===== src/rtl/shift_reg_mealy_det.sv =====
// Serial-in/parallel-out shift register (bidirectional shift, parallel load) with a Mealy PATTERN detector.
// match is same-cycle combinational, match_q follows one cycle later; SHREG_MATCH_CNT_EN adds a saturating match counter.
module shift_reg_mealy_det #(
  parameter int               WIDTH   = 8,
  parameter logic [WIDTH-1:0] PATTERN = WIDTH'(8'h01),
  parameter int               CNT_W   = 8
) (
  input  logic             clk,
  input  logic             rst,
  input  logic             wr,
  input  logic             dir,
  input  logic             di,
  input  logic             load,
  input  logic [WIDTH-1:0] load_data,
  output logic [WIDTH-1:0] q,
  output logic             full,
  output logic             match,
  output logic             match_q
`ifdef SHREG_MATCH_CNT_EN
  ,
  input  logic             cnt_clr,
  output logic [CNT_W-1:0] match_cnt
`endif
);

  localparam int             FW        = $clog2(WIDTH + 1);
  localparam logic [FW-1:0]  FILL_FULL = FW'(WIDTH);
  localparam logic [FW-1:0]  FILL_ARM  = FW'(WIDTH - 1);

  logic [FW-1:0]    fill;
  logic [WIDTH-1:0] nxt;

  // Detection looks at the post-shift value; one more shift from FILL_ARM makes every bit real data.
  always_comb begin
    nxt   = dir ? {di, q[WIDTH-1:1]} : {q[WIDTH-2:0], di};
    match = ~rst & wr & ~load & (fill >= FILL_ARM) & (nxt == PATTERN);
  end

  always_ff @(posedge clk or posedge rst) begin
    if (rst) begin
      q       <= '0;
      fill    <= '0;
      full    <= 1'b0;
      match_q <= 1'b0;
    end else begin
      match_q <= match;
      if (load) begin
        q    <= load_data;
        fill <= FILL_FULL;
        full <= 1'b1;
      end else if (wr) begin
        q    <= nxt;
        full <= (fill >= FILL_ARM);
        if (fill != FILL_FULL) fill <= fill + FW'(1);
      end
    end
  end

`ifdef SHREG_MATCH_CNT_EN
  always_ff @(posedge clk or posedge rst) begin
    if (rst) begin
      match_cnt <= '0;
    end else if (cnt_clr) begin
      match_cnt <= '0;
    end else if (match && (match_cnt != {CNT_W{1'b1}})) begin
      match_cnt <= match_cnt + CNT_W'(1);
    end
  end
`else
  // Counter width only matters when the counter is built.
  if (CNT_W < 1) begin : g_cnt_w_unused
  end
`endif

endmodule


===== config.mk =====
export PLATFORM = sky130hd
export DESIGN_NAME = shift_reg_mealy_det
export DESIGN_NICKNAME = d
export VERILOG_FILES = /design/src/rtl/shift_reg_mealy_det.sv
export SDC_FILE = /design/constraint.sdc
export NUM_CORES = 1
export LEC_CHECK = 0
export CAP_MARGIN = 20
export CORE_MARGIN = 3
export CORE_UTILIZATION = 41
export CTS_CLUSTER_SIZE = 16
export DETAILED_ROUTE_END_ITERATION = 7
export HOLD_SLACK_MARGIN = 0.05
export PLACE_DENSITY = 0.72
export SKIP_CTS_REPAIR_TIMING = 1
export SLEW_MARGIN = 30
export SYNTH_ARGS = -nofsm -noshare
export SYNTH_HDL_FRONTEND = slang
export SYNTH_SLANG_ARGS = --single-unit

===== constraint.sdc =====
create_clock -name clk -period 5.4 [get_ports clk]
set_input_delay 1.08 -clock clk [delete_from_list [all_inputs] [get_ports clk]]
set_output_delay 1.08 -clock clk [all_outputs]
set_load 0.05 [all_outputs]

==> run summary <==
GR peak layer = met2
Largest stage delay, worst path = 0.82 ns
die area = 2513 um2
Post-DRT Antenna Nets = 0
WP depth = 5
Worst setup EP type = output port
CTS root buf = clkbuf_4
pwr dens = 228.5 nW/um2
HP Class = flop to flop
combinational power share = 0.297
DIE HEIGHT = 50.13 um
worst vdd ir = 0.0001540 V
min Tclk post-route = 4.699 ns
crit path max fanout = 10
hold_ws = 0.5614 ns
CTS tree = done
post-synthesis sequential area ratio = 0.4389
Vias = 649
met1 Track Usage GR = 0.1726
site row count = 15
Syn Nets = 98
Core ar. = 1783 um2
hold depth = 2
Vias/cell = 4.954
total power = 0.2484 mW
max-cap violation count = 0
synth warn = 0
Critical R2R Launch = q[3]$_DFFE_PP0P_
period utilization = 0.8702
routed wire length = 1665 um
Setup WS pre-CTS = 0.6954 ns
Int Power = 0.1687 mW
final clock skew = 0.005832 ns
Sw Share = 0.3210
cell count after synthesis = 82
pin count of the biggest net entering global routing = 25
FMAX = 212.8 MHz
worst setup path class = primary input to output port
Avg WL per Cell = 12.71 um
clk_lat worst skew = 0.28 ns
HPWL after DPL = 1245 um
nature of the critical path startpoint = primary input
Crit path top cell by count = clkdlybuf4s50_1
clock buffer depth = 2
Die Span X = 50.13 um
I/O Buffers = 24
share of layout cells above drive strength 1 = 0.1038
CP Data Arrival Time = 3.62 ns
Yosys reg bits = 14
Starting DRT DRC Count = 9
Worst Setup SP = dir
Synth area leader = dfrtp_1
Avg Inst Size Synth = 9.735 um2
Worst Path Buf+Inv = 2
sw power = 0.07975 mW
GRT met3 Usage = 0.07251
design area = 1087 um2
CP Cell Sequence = clkdlybuf4s50_1 > mux2_2 > or4_1 > nor3_2 > clkdlybuf4s50_1
status = finished, final reports clean
Final Setup Violations = 0
Fill cells = 154
Final WS setup = 0.7011 ns
post-route setup TNS = 0 ns
area of the mapped netlist = 798.3 um2
leak pwr = 0.4775 nW
nets@finish = 124
dpl cell area = 1065 um2
I/O pin count = 25
Rel. slew slack = 0.6555
crit-path leading delay family = buffers and inverters
Clk network pwr share = 0.225
antenna violations before repair = 0
CTS clk-pin slew, worst paths = 0.08 ns
HP Start = fill[3]$_DFFE_PP0P_
top-area cell type share of the netlist area = 0.4389
gpl congestion = 0.7371
starting density of the core = 0.4477
Tot GR Track Use = 0.1529
total clock sinks = 14
first-pass GRT wire length = 2849 um
P&R area growth vs syn = 36.21%
worst slew pin tran = 0.5163 ns
cell count of the worst reg-to-reg path = 3
post-synth cell types = 25
WP data required = 4.32 ns
ANT cells = 0
total gr overflow = 0
number of buffers created by CTS = 3
DRC Markers = 0
DR pass1 iterations = 4
Crit-path slowest cell = clkdlybuf4s50_1
sequential share of power = 0.478
ranking of synthesized cells by area = dfrtp_1 (44%), mux2i_1 (10%), a211oi_1 (5.6%), a21o_1 (5.6%), nor2_1 (4.7%)
Slew Limit Fails = 0
Max H-tree Level = 1
number of global-route vias before repair = 647
Global Route met2 Usage = 0.2391
RSZ-0062 raised after global routing = false
Hold Fails Final Rpt = 0
registers in the layout, indices dropped and copies added (netlist names):
| register | count |
|---|---|
| fill | 4 |
| full | 1 |
| match_q | 1 |
| q | 8 |
worst paths after layout:
kind                                             to  slack [ns]
worst max-delay path                          match        0.70
worst min-delay path            fill[3]$_DFFE_PP0P_        0.56
worst max register to register    match_q$_DFF_PP0_        3.71
worst min register to register  fill[3]$_DFFE_PP0P_        0.56
max in group asynchronous          q[4]$_DFFE_PP0P_        3.89
min in group asynchronous          q[0]$_DFFE_PP0P_        1.16
placed cells by master (no fill, tap or decap), types with 2 or more instances in the layout:
cell type / count
clkdlybuf4s50_1: 24
dfrtp_1: 14
nor2_1: 10
mux2i_1: 8
a211oi_1: 6
a21o_1: 6
nand2_1: 5
a21oi_1: 5
inv_1: 3
mux2_2: 3
nand2b_1: 3
clkbuf_4: 3
or4_1: 2
ha_1: 2
buf_4: 2
power by group through the flow:
stage	Sequential, mW	Combinational [mW]	Clock (mW)
after floorplan	0.141	0.0245	0
after global placement	0.120	0.0735	0
after detailed placement	0.121	0.0739	0
after CTS	0.119	0.0744	0.0592
after global routing	0.120	0.0787	0.0639
final	0.119	0.0738	0.0559
through the flow:
step	util	cells
after floorplan	-	82
after global placement	0.5972	128
after detailed placement	0.5972	128
after CTS	0.6098	131
after global routing	0.6098	131
final	0.6098	131
layout make-up:
cell class / count / area [um2] / area share
well taps: 25 / 31.28 / 0.02877
clock buffers: 3 / 22.52 / 0.02071
inverters: 3 / 11.26 / 0.01036
repair buffers: 26 / 255.2 / 0.2348
flip-flops and latches: 14 / 350.3 / 0.3222
multi-input cells: 60 / 416.7 / 0.3832
metal layers:
| metal | wire length, um | up-vias |
|---|---|---|
| li1 | - | 336 |
| met1 | 763 | 287 |
| met2 | 754 | 21 |
| met3 | 113 | 5 |
| met4 | 34 | 0 |
| met5 | 0 | - |
cells in the mapped netlist:
| cell | instances |
|---|---|
| or2_2 | 1 |
| a21oi_1 | 5 |
| nor3_1 | 1 |
| nor3b_1 | 1 |
| a21o_1 | 6 |
| dfrtp_1 | 14 |
| nand2_1 | 5 |
| ha_1 | 2 |
| o21ai_0 | 1 |
| nand2b_1 | 3 |
| xor2_1 | 1 |
| nand4_1 | 1 |
| nand3b_1 | 1 |
| inv_1 | 3 |
| or4_1 | 2 |
| buf_2 | 1 |
| or3b_2 | 1 |
| nor3_2 | 1 |
| buf_1 | 1 |
| nor2_1 | 10 |
| clkbuf_1 | 3 |
| a211oi_1 | 6 |
| o21a_1 | 1 |
| mux2_2 | 3 |
| mux2i_1 | 8 |
tightest hold or removal path: stages, from the launching register on:
cell and delay, ns:
dfrtp_1 0.39, xor2_1 0.08, nand2b_1 0.06
cells by family (layout without fill, tap and decap cells):
family                     Yosys count  in the layout  synth area share
xor gates and xnor gates             1              1           0.01097
adders and majority gates            2              2           0.03134
and+or+nand+nor                     27             27            0.1771
buffers and inverters                8             32           0.03917
DFF                                 14             14            0.4389
muxes                               11             11            0.1426
AOI/OAI and AO/OA                   19             19            0.1599
Power figures use the tool's default switching activity.
